--- src/rtl/opb_regbank_pkg.sv ---
// -----------------------------------------------------------------------------
// opb_regbank_pkg
//   Shared constants and helpers for the OPB register bank.
//   - REG_STRIDE  : byte distance between consecutive registers.
//   - CTRL_OFFSET : window offset of the commit/status register. It only
//                   exists when OPB_REGBANK_SHADOW_EN is defined.
//   - COMMIT_BIT  : bit of the control word that requests a commit.
//   - opb_to_user32 / opb_to_user_be : convert OPB big-endian bit numbering
//                   (bit 0 = MSB) to user little-endian numbering (bit 31 = MSB).
// -----------------------------------------------------------------------------
package opb_regbank_pkg;

   localparam int unsigned REG_STRIDE  = 4;
   localparam logic [7:0]  CTRL_OFFSET = 8'h80;
   localparam int unsigned COMMIT_BIT  = 0;

   // OPB bit k is the k-th bit counted from the MSB, which is user bit 31-k.
   function automatic logic [31:0] opb_to_user32(input logic [0:31] v);
      logic [31:0] r;
      for (int k = 0; k < 32; k++) begin
         r[31-k] = v[k];
      end
      return r;
   endfunction

   // BE[0] covers the MSB byte, so it becomes user byte-enable bit 3.
   function automatic logic [3:0] opb_to_user_be(input logic [0:3] be);
      logic [3:0] r;
      for (int k = 0; k < 4; k++) begin
         r[3-k] = be[k];
      end
      return r;
   endfunction

   // Replace the enabled bytes of old_v with the matching bytes of new_v.
   function automatic logic [31:0] merge_bytes(input logic [31:0] old_v,
                                               input logic [31:0] new_v,
                                               input logic [3:0]  be);
      logic [31:0] r;
      for (int b = 0; b < 4; b++) begin
         r[8*b +: 8] = be[b] ? new_v[8*b +: 8] : old_v[8*b +: 8];
      end
      return r;
   endfunction

endpackage

--- src/rtl/opb_slave_decode.sv ---
// -----------------------------------------------------------------------------
// opb_slave_decode
//   Generic OPB slave front end: address-window hit detection, window offset,
//   and the registered transfer acknowledge with its mandatory one-cycle gap.
//
//   Ports:
//     clk_i     : OPB clock
//     rst_i     : synchronous active-high reset; drops any pending ack
//     select_i  : OPB_select
//     addr_i    : OPB address, user bit order
//     hit_o     : this cycle is a new transfer for this slave
//     offset_o  : addr_i - C_BASEADDR
//     ack_o     : registered acknowledge, high exactly one cycle after a hit
//
//   Handshake: a hit is select_i & in-window & ~ack_o. The ack rises in the
//   cycle after the hit and, because a hit is masked while the ack is high,
//   two acks are always separated by at least one idle cycle even if the
//   master keeps select_i asserted.
// -----------------------------------------------------------------------------
module opb_slave_decode #(
   parameter int                  C_AWIDTH   = 32,
   parameter logic [C_AWIDTH-1:0] C_BASEADDR = '0,
   parameter logic [C_AWIDTH-1:0] C_HIGHADDR = C_AWIDTH'(32'h0000_00FF)
) (
   input  logic                clk_i,
   input  logic                rst_i,
   input  logic                select_i,
   input  logic [C_AWIDTH-1:0] addr_i,
   output logic                hit_o,
   output logic [C_AWIDTH-1:0] offset_o,
   output logic                ack_o
);

   logic in_window;
   logic ack_q;
   logic ack_d;

   always_comb begin
      in_window = (addr_i >= C_BASEADDR) && (addr_i <= C_HIGHADDR);
      hit_o     = select_i && in_window && !ack_q;
      offset_o  = addr_i - C_BASEADDR;
      ack_d     = hit_o;
   end

   always_ff @(posedge clk_i) begin
      if (rst_i) begin
         ack_q <= 1'b0;
      end else begin
         ack_q <= ack_d;
      end
   end

   assign ack_o = ack_q;

endmodule

--- src/rtl/opb_register_bank.sv ---
// -----------------------------------------------------------------------------
// opb_register_bank
//   Bank of C_NUM_REGS software-writable 32-bit control registers on the OPB.
//   Each register drives a fabric-side word and a one-cycle update strobe.
//
//   Build option OPB_REGBANK_SHADOW_EN:
//     defined   - writes land in shadow registers and set a dirty bit; a write
//                 of COMMIT=1 to offset 0x80 copies every shadow to live on one
//                 edge and pulses user_update for the dirty registers. Reading
//                 0x80 returns the dirty mask.
//     undefined - writes go straight to the live registers; 0x80 is unmapped.
//
//   Ports:
//     OPB_Clk, OPB_Rst       : clock, synchronous active-high reset
//     OPB_ABus, OPB_BE,
//     OPB_DBus, OPB_RNW,
//     OPB_select, OPB_seqAddr: OPB master request (seqAddr is ignored)
//     Sl_DBus, Sl_xferAck    : registered read data / acknowledge
//     Sl_errAck, Sl_retry,
//     Sl_toutSup             : tied low
//     user_data_out          : live registers, register i at [32i+31:32i]
//     user_update            : one-cycle pulse when live register i loads
//
//   Every output comes from a flop, so there is no combinational path from
//   the OPB inputs to any output.
// -----------------------------------------------------------------------------
module opb_register_bank
   import opb_regbank_pkg::*;
#(
   parameter logic [31:0] C_BASEADDR   = 32'h0000_0000,
   parameter logic [31:0] C_HIGHADDR   = 32'h0000_00FF,
   parameter int          C_OPB_AWIDTH = 32,
   parameter int          C_OPB_DWIDTH = 32,
   parameter int          C_NUM_REGS   = 4,
   parameter logic [31:0] C_RESET_VAL  = 32'h0000_0000
) (
   input  logic                         OPB_Clk,
   input  logic                         OPB_Rst,
   input  logic [0:C_OPB_AWIDTH-1]      OPB_ABus,
   input  logic [0:3]                   OPB_BE,
   input  logic [0:C_OPB_DWIDTH-1]      OPB_DBus,
   input  logic                         OPB_RNW,
   input  logic                         OPB_select,
   input  logic                         OPB_seqAddr,
   output logic [0:C_OPB_DWIDTH-1]      Sl_DBus,
   output logic                         Sl_xferAck,
   output logic                         Sl_errAck,
   output logic                         Sl_retry,
   output logic                         Sl_toutSup,
   output logic [32*C_NUM_REGS-1:0]     user_data_out,
   output logic [C_NUM_REGS-1:0]        user_update
);

   // ---------------------------------------------------------------- decode
   logic [C_OPB_AWIDTH-1:0] addr_user;
   logic [C_OPB_AWIDTH-1:0] offset;
   logic [C_OPB_AWIDTH-1:0] offset_w;
   logic                    hit;
   logic                    ack;

   // Positional assignment keeps the numeric value: OPB bit 0 lands on the MSB.
   assign addr_user = OPB_ABus;

   opb_slave_decode #(
      .C_AWIDTH   (C_OPB_AWIDTH),
      .C_BASEADDR (C_OPB_AWIDTH'(C_BASEADDR)),
      .C_HIGHADDR (C_OPB_AWIDTH'(C_HIGHADDR))
   ) u_decode (
      .clk_i    (OPB_Clk),
      .rst_i    (OPB_Rst),
      .select_i (OPB_select),
      .addr_i   (addr_user),
      .hit_o    (hit),
      .offset_o (offset),
      .ack_o    (ack)
   );

   logic [31:0] wr_user;
   logic [3:0]  be_user;
   logic        reg_sel;
   logic [3:0]  idx;

   always_comb begin
      // Byte lanes within a word are ignored: accesses are word aligned.
      offset_w = {offset[C_OPB_AWIDTH-1:2], 2'b00};
      wr_user  = opb_to_user32(OPB_DBus);
      be_user  = opb_to_user_be(OPB_BE);
      reg_sel  = offset_w < C_OPB_AWIDTH'(REG_STRIDE * C_NUM_REGS);
      idx      = offset_w[5:2];
   end

   // ---------------------------------------------------------------- state
   logic [C_NUM_REGS-1:0][31:0] live_q, live_d;
   logic [C_NUM_REGS-1:0]       upd_q, upd_d;
   logic [31:0]                 rdata_q, rdata_d;
   logic [31:0]                 rd_word;

`ifdef OPB_REGBANK_SHADOW_EN
   logic [C_NUM_REGS-1:0][31:0] shadow_q, shadow_d;
   logic [C_NUM_REGS-1:0]       dirty_q, dirty_d;
   logic                        ctrl_sel;

   assign ctrl_sel = offset_w == C_OPB_AWIDTH'(CTRL_OFFSET);
`endif

   // Read mux: reads see the value software last wrote (shadow when present).
   always_comb begin
      rd_word = '0;
      for (int i = 0; i < C_NUM_REGS; i++) begin
         if (reg_sel && (idx == 4'(i))) begin
`ifdef OPB_REGBANK_SHADOW_EN
            rd_word = shadow_q[i];
`else
            rd_word = live_q[i];
`endif
         end
      end
`ifdef OPB_REGBANK_SHADOW_EN
      if (ctrl_sel) begin
         rd_word = 32'(dirty_q);
      end
`endif
   end

   always_comb begin
      live_d  = live_q;
      upd_d   = '0;
      rdata_d = '0;
`ifdef OPB_REGBANK_SHADOW_EN
      shadow_d = shadow_q;
      dirty_d  = dirty_q;
`endif
      if (hit) begin
         if (OPB_RNW) begin
            rdata_d = rd_word;
         end else begin
            for (int i = 0; i < C_NUM_REGS; i++) begin
               if (reg_sel && (idx == 4'(i))) begin
`ifdef OPB_REGBANK_SHADOW_EN
                  shadow_d[i] = merge_bytes(shadow_q[i], wr_user, be_user);
                  dirty_d[i]  = 1'b1;
`else
                  live_d[i]   = merge_bytes(live_q[i], wr_user, be_user);
                  upd_d[i]    = 1'b1;
`endif
               end
            end
`ifdef OPB_REGBANK_SHADOW_EN
            // COMMIT lives in the least significant byte, so that byte lane
            // must be enabled for the request to count. Clean registers
            // already hold shadow == live, so copying all of them is safe.
            if (ctrl_sel && be_user[0] && wr_user[COMMIT_BIT]) begin
               live_d  = shadow_q;
               upd_d   = dirty_q;
               dirty_d = '0;
            end
`endif
         end
      end
   end

   always_ff @(posedge OPB_Clk) begin
      if (OPB_Rst) begin
         live_q  <= {C_NUM_REGS{C_RESET_VAL}};
         upd_q   <= '0;
         rdata_q <= '0;
`ifdef OPB_REGBANK_SHADOW_EN
         shadow_q <= {C_NUM_REGS{C_RESET_VAL}};
         dirty_q  <= '0;
`endif
      end else begin
         live_q  <= live_d;
         upd_q   <= upd_d;
         rdata_q <= rdata_d;
`ifdef OPB_REGBANK_SHADOW_EN
         shadow_q <= shadow_d;
         dirty_q  <= dirty_d;
`endif
      end
   end

   // ---------------------------------------------------------------- outputs
   // rdata_q is non-zero only in the cycle after a read hit, i.e. the ack cycle.
   assign Sl_DBus       = rdata_q;
   assign Sl_xferAck    = ack;
   assign Sl_errAck     = 1'b0;
   assign Sl_retry      = 1'b0;
   assign Sl_toutSup    = 1'b0;
   assign user_data_out = live_q;
   assign user_update   = upd_q;

   logic unused_inputs;
   assign unused_inputs = ^{OPB_seqAddr, offset[1:0]};

endmodule

--- config.mk ---
export PLATFORM = sky130hd
export DESIGN_NAME = opb_register_bank
export DESIGN_NICKNAME = d
export VERILOG_FILES = /design/src/rtl/opb_regbank_pkg.sv /design/src/rtl/opb_slave_decode.sv /design/src/rtl/opb_register_bank.sv
export SDC_FILE = /design/constraint.sdc
export NUM_CORES = 1
export LEC_CHECK = 0
export ABC_AREA = 1
export CORE_MARGIN = 4
export CORE_UTILIZATION = 54
export CTS_BUF_LIST = sky130_fd_sc_hd__clkbuf_8
export DETAILED_ROUTE_END_ITERATION = 10
export PLACE_DENSITY = 0.89
export SYNTH_ARGS = -nofsm -noshare
export SYNTH_HDL_FRONTEND = slang
export SYNTH_HIERARCHICAL = 1
export SYNTH_SLANG_ARGS = --single-unit
--- constraint.sdc ---
create_clock -name OPB_Clk -period 5.14 [get_ports OPB_Clk]
set_clock_uncertainty 0.15 [all_clocks]
set_input_delay 1.028 -clock OPB_Clk [delete_from_list [all_inputs] [get_ports OPB_Clk]]
set_output_delay 1.028 -clock OPB_Clk [all_outputs]
set_load 0.1 [all_outputs]
== Yosys cells after proc, flatten, opt, wreduce, memory -nomap -nowiden ==
Index checks and enable logic that the tools add are counted.

* Output and inout bits: 168
* Memories: 0
* Input bits: 73
* Bits in latches: 0
* Bits in writable memories: 0
* Flip-flop bits (word level): 165
* Memory bits (read-only): 0
* Logic and storage cells: 62

* Multipliers: 0
* $add $sub $neg: 0
* Reduce and logical (&&, ||, !) cells: 27
* Divide/modulo/power cells: 0
* Bitwise logic cells: 2
* Shift operators: 0
* Magnitude comparators: 3
* Muxes and demuxes: 8
* Eq/ne operators: 3

{| class="wikitable"
|+ Operator list
! operator !! count
|-
| $mux W32 || 4
|-
| $reduce_and A4 Y1 || 16
|-
| $ge A32 B1 Y1 const B || 1
|-
| $le A32 B8 Y1 const B || 1
|-
| $lt A32 B5 Y1 const B || 1
|-
| $eq A4 B2 Y1 const B || 2
|-
| $logic_and A1 B1 Y1 || 7
|-
| $reduce_or A3 Y1 || 2
|-
| $eq A4 B1 Y1 const B || 1
|-
| $logic_not A4 Y1 || 1
|-
| $mux W1 || 4
|-
| $not A1 Y1 || 2
|-
| $logic_not A1 Y1 || 1
|}

== Depth between registers and ports, before layout ==
* Depth after elaboration: 6
* Depth in mapped cells: 14
* Depth with buffers taken out: 11

== Cells and area by module ==
The synthesis kept the hierarchy.

{| class="wikitable"
|+ By module, submodules not included
! module !! seq. area each (um2) !! area each (um2) !! cells each !! instances
|-
| opb_register_bank || 3283.1 || 8215.4 || 1237 || 1
|-
| opb_slave_decode || 20.0 || 416.6 || 70 || 1
|}

== Worst setup path after synthesis ==
Ideal clock, no wire load.

* Kind: input port to flip-flop
* Start: input OPB_ABus[21] (netlist name)
* End: register rdata_q[21] (netlist: Sl_DBus[10])
* Buffers on the path: 3
* Library setup time: 0.066 ns
* Setup slack: 2.262 ns
* Arrival time: 2.663 ns
* Cell stages on the path: 13
* Required time: 4.924 ns
* Path through: nor2_1 and2_1 nand2_1 nor2_2 nand2_1 inv_1 buf_2 buf_4 nand2_1 nor2_1 clkbuf_1 o21ai_0 nor2_1

* Longest elaborated chain between the ends: 6
* Elaborated cells on any way between the ends: 16
* Those cells by class: order compare: 3; mux: 4; bitwise: 1; reduce/logical: 8

{| class="wikitable"
|+ Ends and longest elaborated chain
! element !! RTL line !! source
|-
| start, declared || opb_register_bank.sv:39 || <nowiki>input logic [0:C_OPB_AWIDTH-1] OPB_ABus,</nowiki>
|-
| $ge A32 B1 Y1 / $le A32 B8 Y1 (equally long branches) || opb_slave_decode.sv:39 || <nowiki>in_window = (addr_i >= C_BASEADDR) && (addr_i <= C_HIGHADDR);</nowiki>
|-
| $logic_and A1 B1 Y1 (*) || opb_slave_decode.sv:39 ||
|-
| $logic_and A1 B1 Y1 (*) (2 in a row) || opb_slave_decode.sv:40 || <nowiki>hit_o = select_i && in_window && !ack_q;</nowiki>
|-
| net hit || opb_register_bank.sv:58 || <nowiki>logic hit;</nowiki>
|-
| $not A1 Y1 (no line) (*) || n/a ||
|-
| $reduce_or A3 Y1 (no line) (*) || n/a ||
|-
| end signal, assigned || opb_register_bank.sv:174 || <nowiki>rdata_q <= rdata_d;</nowiki>
|-
| end, declared || opb_register_bank.sv:95 || <nowiki>logic [31:0] rdata_q, rdata_d;</nowiki>
|}

The timed path passes the listed nets; every way through them passes the cells marked *.
A chain may end at the register's enable or synchronous reset.

== Worst setup path in the final report ==
* Start: input OPB_ABus[26] (netlist name)
* End: register live_q, in the netlist user_data_out[125]

* Longest elaborated chain between the ends: 5
* Elaborated cells on any way between the ends: 9
* Those cells by class: order compare: 3; eq/ne: 1; reduce/logical: 5

{| class="wikitable"
|+ Ends and longest elaborated chain
! element !! RTL line !! source
|-
| $ge A32 B1 Y1 / $le A32 B8 Y1 (equally long branches) || opb_slave_decode.sv:39 ||
|-
| $logic_and A1 B1 Y1 || opb_slave_decode.sv:39 ||
|-
| $logic_and A1 B1 Y1 (2 in a row) || opb_slave_decode.sv:40 ||
|-
| $reduce_and A4 Y1 (no line) (*) || n/a ||
|-
| end signal, assigned || opb_register_bank.sv:164 || <nowiki>live_q <= {C_NUM_REGS{C_RESET_VAL}};</nowiki>
|-
| end signal, assigned || opb_register_bank.sv:172 || <nowiki>live_q <= live_d;</nowiki>
|-
| end, declared || opb_register_bank.sv:93 || <nowiki>logic [C_NUM_REGS-1:0][31:0] live_q, live_d;</nowiki>
|}

Mark *: on every way between the ends. The rest lies on a longest branch, timed or not.

==> flow_summary.ini <==
[setup_path]
critPathSlowestCell = nand4_1
crit_family = simple AND/OR/NAND/NOR gates
path_cells = clkdlybuf4s50_1 > or2_1 > nor2_2 > nand2_1 > nor2_4 > buf_12 > nand4_1 > o21bai_1 > nor2_1
worst-path-max-fanout = 115
setup.worst_path.start = OPB_ABus[26]
timing.rr.end = user_data_out[106]
cp.depth = 9
cp-endpoint = user_data_out[125]
slowest_delay_ns = 0.77
worst-path-buf-inv = 2
crit_path_start_kind = input pin
worst_setup_path_end_kind = register
worstPathArrival_ns = 4.01
r2r_setup_slack_ns = 2.40
r2r_cells = 8
required_ns = 5.33
reg2reg_from = u_decode/ack_o
critical_path_class = input pin to register

[global_routing]
overflow = 0
grt_util_all_layers_pct = 26.6
antenna_found_initial = 0
grt_max_degree = 116
first_global_vias = 7846
grt_pass1_wl_mm = 39.0

[place]
portBuffers = 234
dp.cells = 1658
hpwl_mm = 16.5
dp_slack_ns = 0.851
place_congestion = 0.864

[drt]
ant_nets = 0
avgRoutedWirePerCell_um = 14.6
drc = 0
drt-initial-drc-count = 544
avgViaCountPerCell = 5.01
wl_mm = 24.6
drt_first_pass_iters = 8
route.vias.total = 8465

[synth]
avgSynthCellArea_um2 = 6.60
synth_warnings = 6
syn_area_mm2 = 0.00862
synth_cells = 1305

[outcome]
status = finished clean

[timing]
finalSetupTns_ns = 0
worstMarginPinSlew_ns = 1.06
worst_slack_ns = 1.32
period_share_pct = 74.4
drv_slew = 0
holdWs_ns = 0.376
fmax_mhz = 261
relSlewSlack_pct = 29.3
setup_viol = 0
period_needed_ns = 3.82
hold_violations = 0
rsz0062_at_grt = false

[cts]
clockRootBuffer = clkbuf_8
tritoncts = yes
clock_latency_ns = 0.45
numCtsBuffers = 17
ctsHoldBuffers = 0
path_clk_slew_ns = 0.08
clk_path_buf_depth = 2
htree_levels = 4
cts_sinks = 165
cts-resized-gates = 0
cts_setup_buffers = 0

[job]
max_cap_violations = 0

[final_layout]
drive_gt1_share_pct = 4.53
fillerInstances = 1305
seq_area_mm2 = 0.00330
fin_util_pct = 71.5
fin_nets = 1539
antenna_cells = 0
multiInputGateArea_mm2 = 0.00385
final_cells = 1689
area_delta_synth_final_pct = 28.0

[power_and_ir_drop]
power_density_mw_per_mm2 = 213
peakVddDrop_mv = 0.138
power_leakage_nw = 5.13

[floorplanning]
die_y_um = 134
die_area_mm2 = 0.0180
rows = 45
start_util_pct = 55.9
core_mm2 = 0.0154
ios = 241
die_w_um = 134

[hold_path]
holdCritPathClass = register to register
==> through the flow <==
stage	area, um^2	power, mW
finish	11000	2.35
global route	11000	2.43
CTS	11000	2.36
global placement	10700	1.46
floorplan	8620	1.40
detailed placement	10700	1.46
==> worst min-delay path by stage <==
stage	slack, ns	end	cells after the start	start
after global placement	0.36	user_data_out[118]	4	user_data_out[118]
after detailed placement	0.36	user_data_out[124]	4	user_data_out[124]
final	0.38	user_data_out[115]	4	user_data_out[115]
after global routing	0.41	user_data_out[124]	4	user_data_out[124]
after floorplan	0.79	user_data_out[100]	4	user_data_out[100]
after CTS	0.38	user_data_out[118]	4	user_data_out[118]
==> metal layers <==
metal | global-route usage, % | routed length [um]
met1 | 32.8 | 9920
met2 | 44.9 | 11800
met3 | 6.71 | 2200
met4 | 9.84 | 710
met5 | 0 | 0
==> registers in the layout, summed over array words and instances, names as in the netlist <==
signal / flops
user_data_out: 128
Sl_DBus: 32
user_update: 4
u_decode/ack_o: 1
==> layout by cell type (no fill, tap or decap) <==
cell and count:
buf_4 9, nand4_4 12, nand3_1 65, buf_12 2, and2_1 1, or2_1 1, nand3_2 1, nor2_4 2
dfxtp_1 165, clkbuf_8 19, inv_1 214, nor3_4 3, nor3_1 1, clkinv_4 1, conb_1 3, nand2_1 277
nand4_1 36, nand3b_1 2, nor2_1 318, o21bai_1 64, clkinv_2 2, nor2_2 6, clkdlybuf4s50_1 232, inv_2 2
clkinvlp_4 3, or2_2 1, buf_2 2, bufinv_16 2, o21ai_0 32
==> power by group <==
part	switching [mW]	internal, mW	total (mW)	leakage, nW
Combinational	0.0916	0.0679	0.160	3.60
Clock	0.466	0.447	0.913	0.199
Sequential	0.000000000127	1.28	1.28	1.33
Total	0.558	1.79	2.35	5.13
==> layout make-up <==
cell class | instances | share of cell area (%)
timing repair buffer | 245 | 22.1
inverter | 212 | 7.21
tap | 211 | 2.39
clock buffer | 19 | 2.37
sequential | 165 | 29.9
multi-input combinational | 825 | 34.9
clock inverter | 12 | 1.06
==> tightest hold or removal path: cells and delay by family, from the launching register on <==
kind	cells	cell delay (ns)
simple gates	2	0.07
flops	1	0.32
buf+inv	2	0.09
No activity file was read; power rests on OpenSTA's default activity.
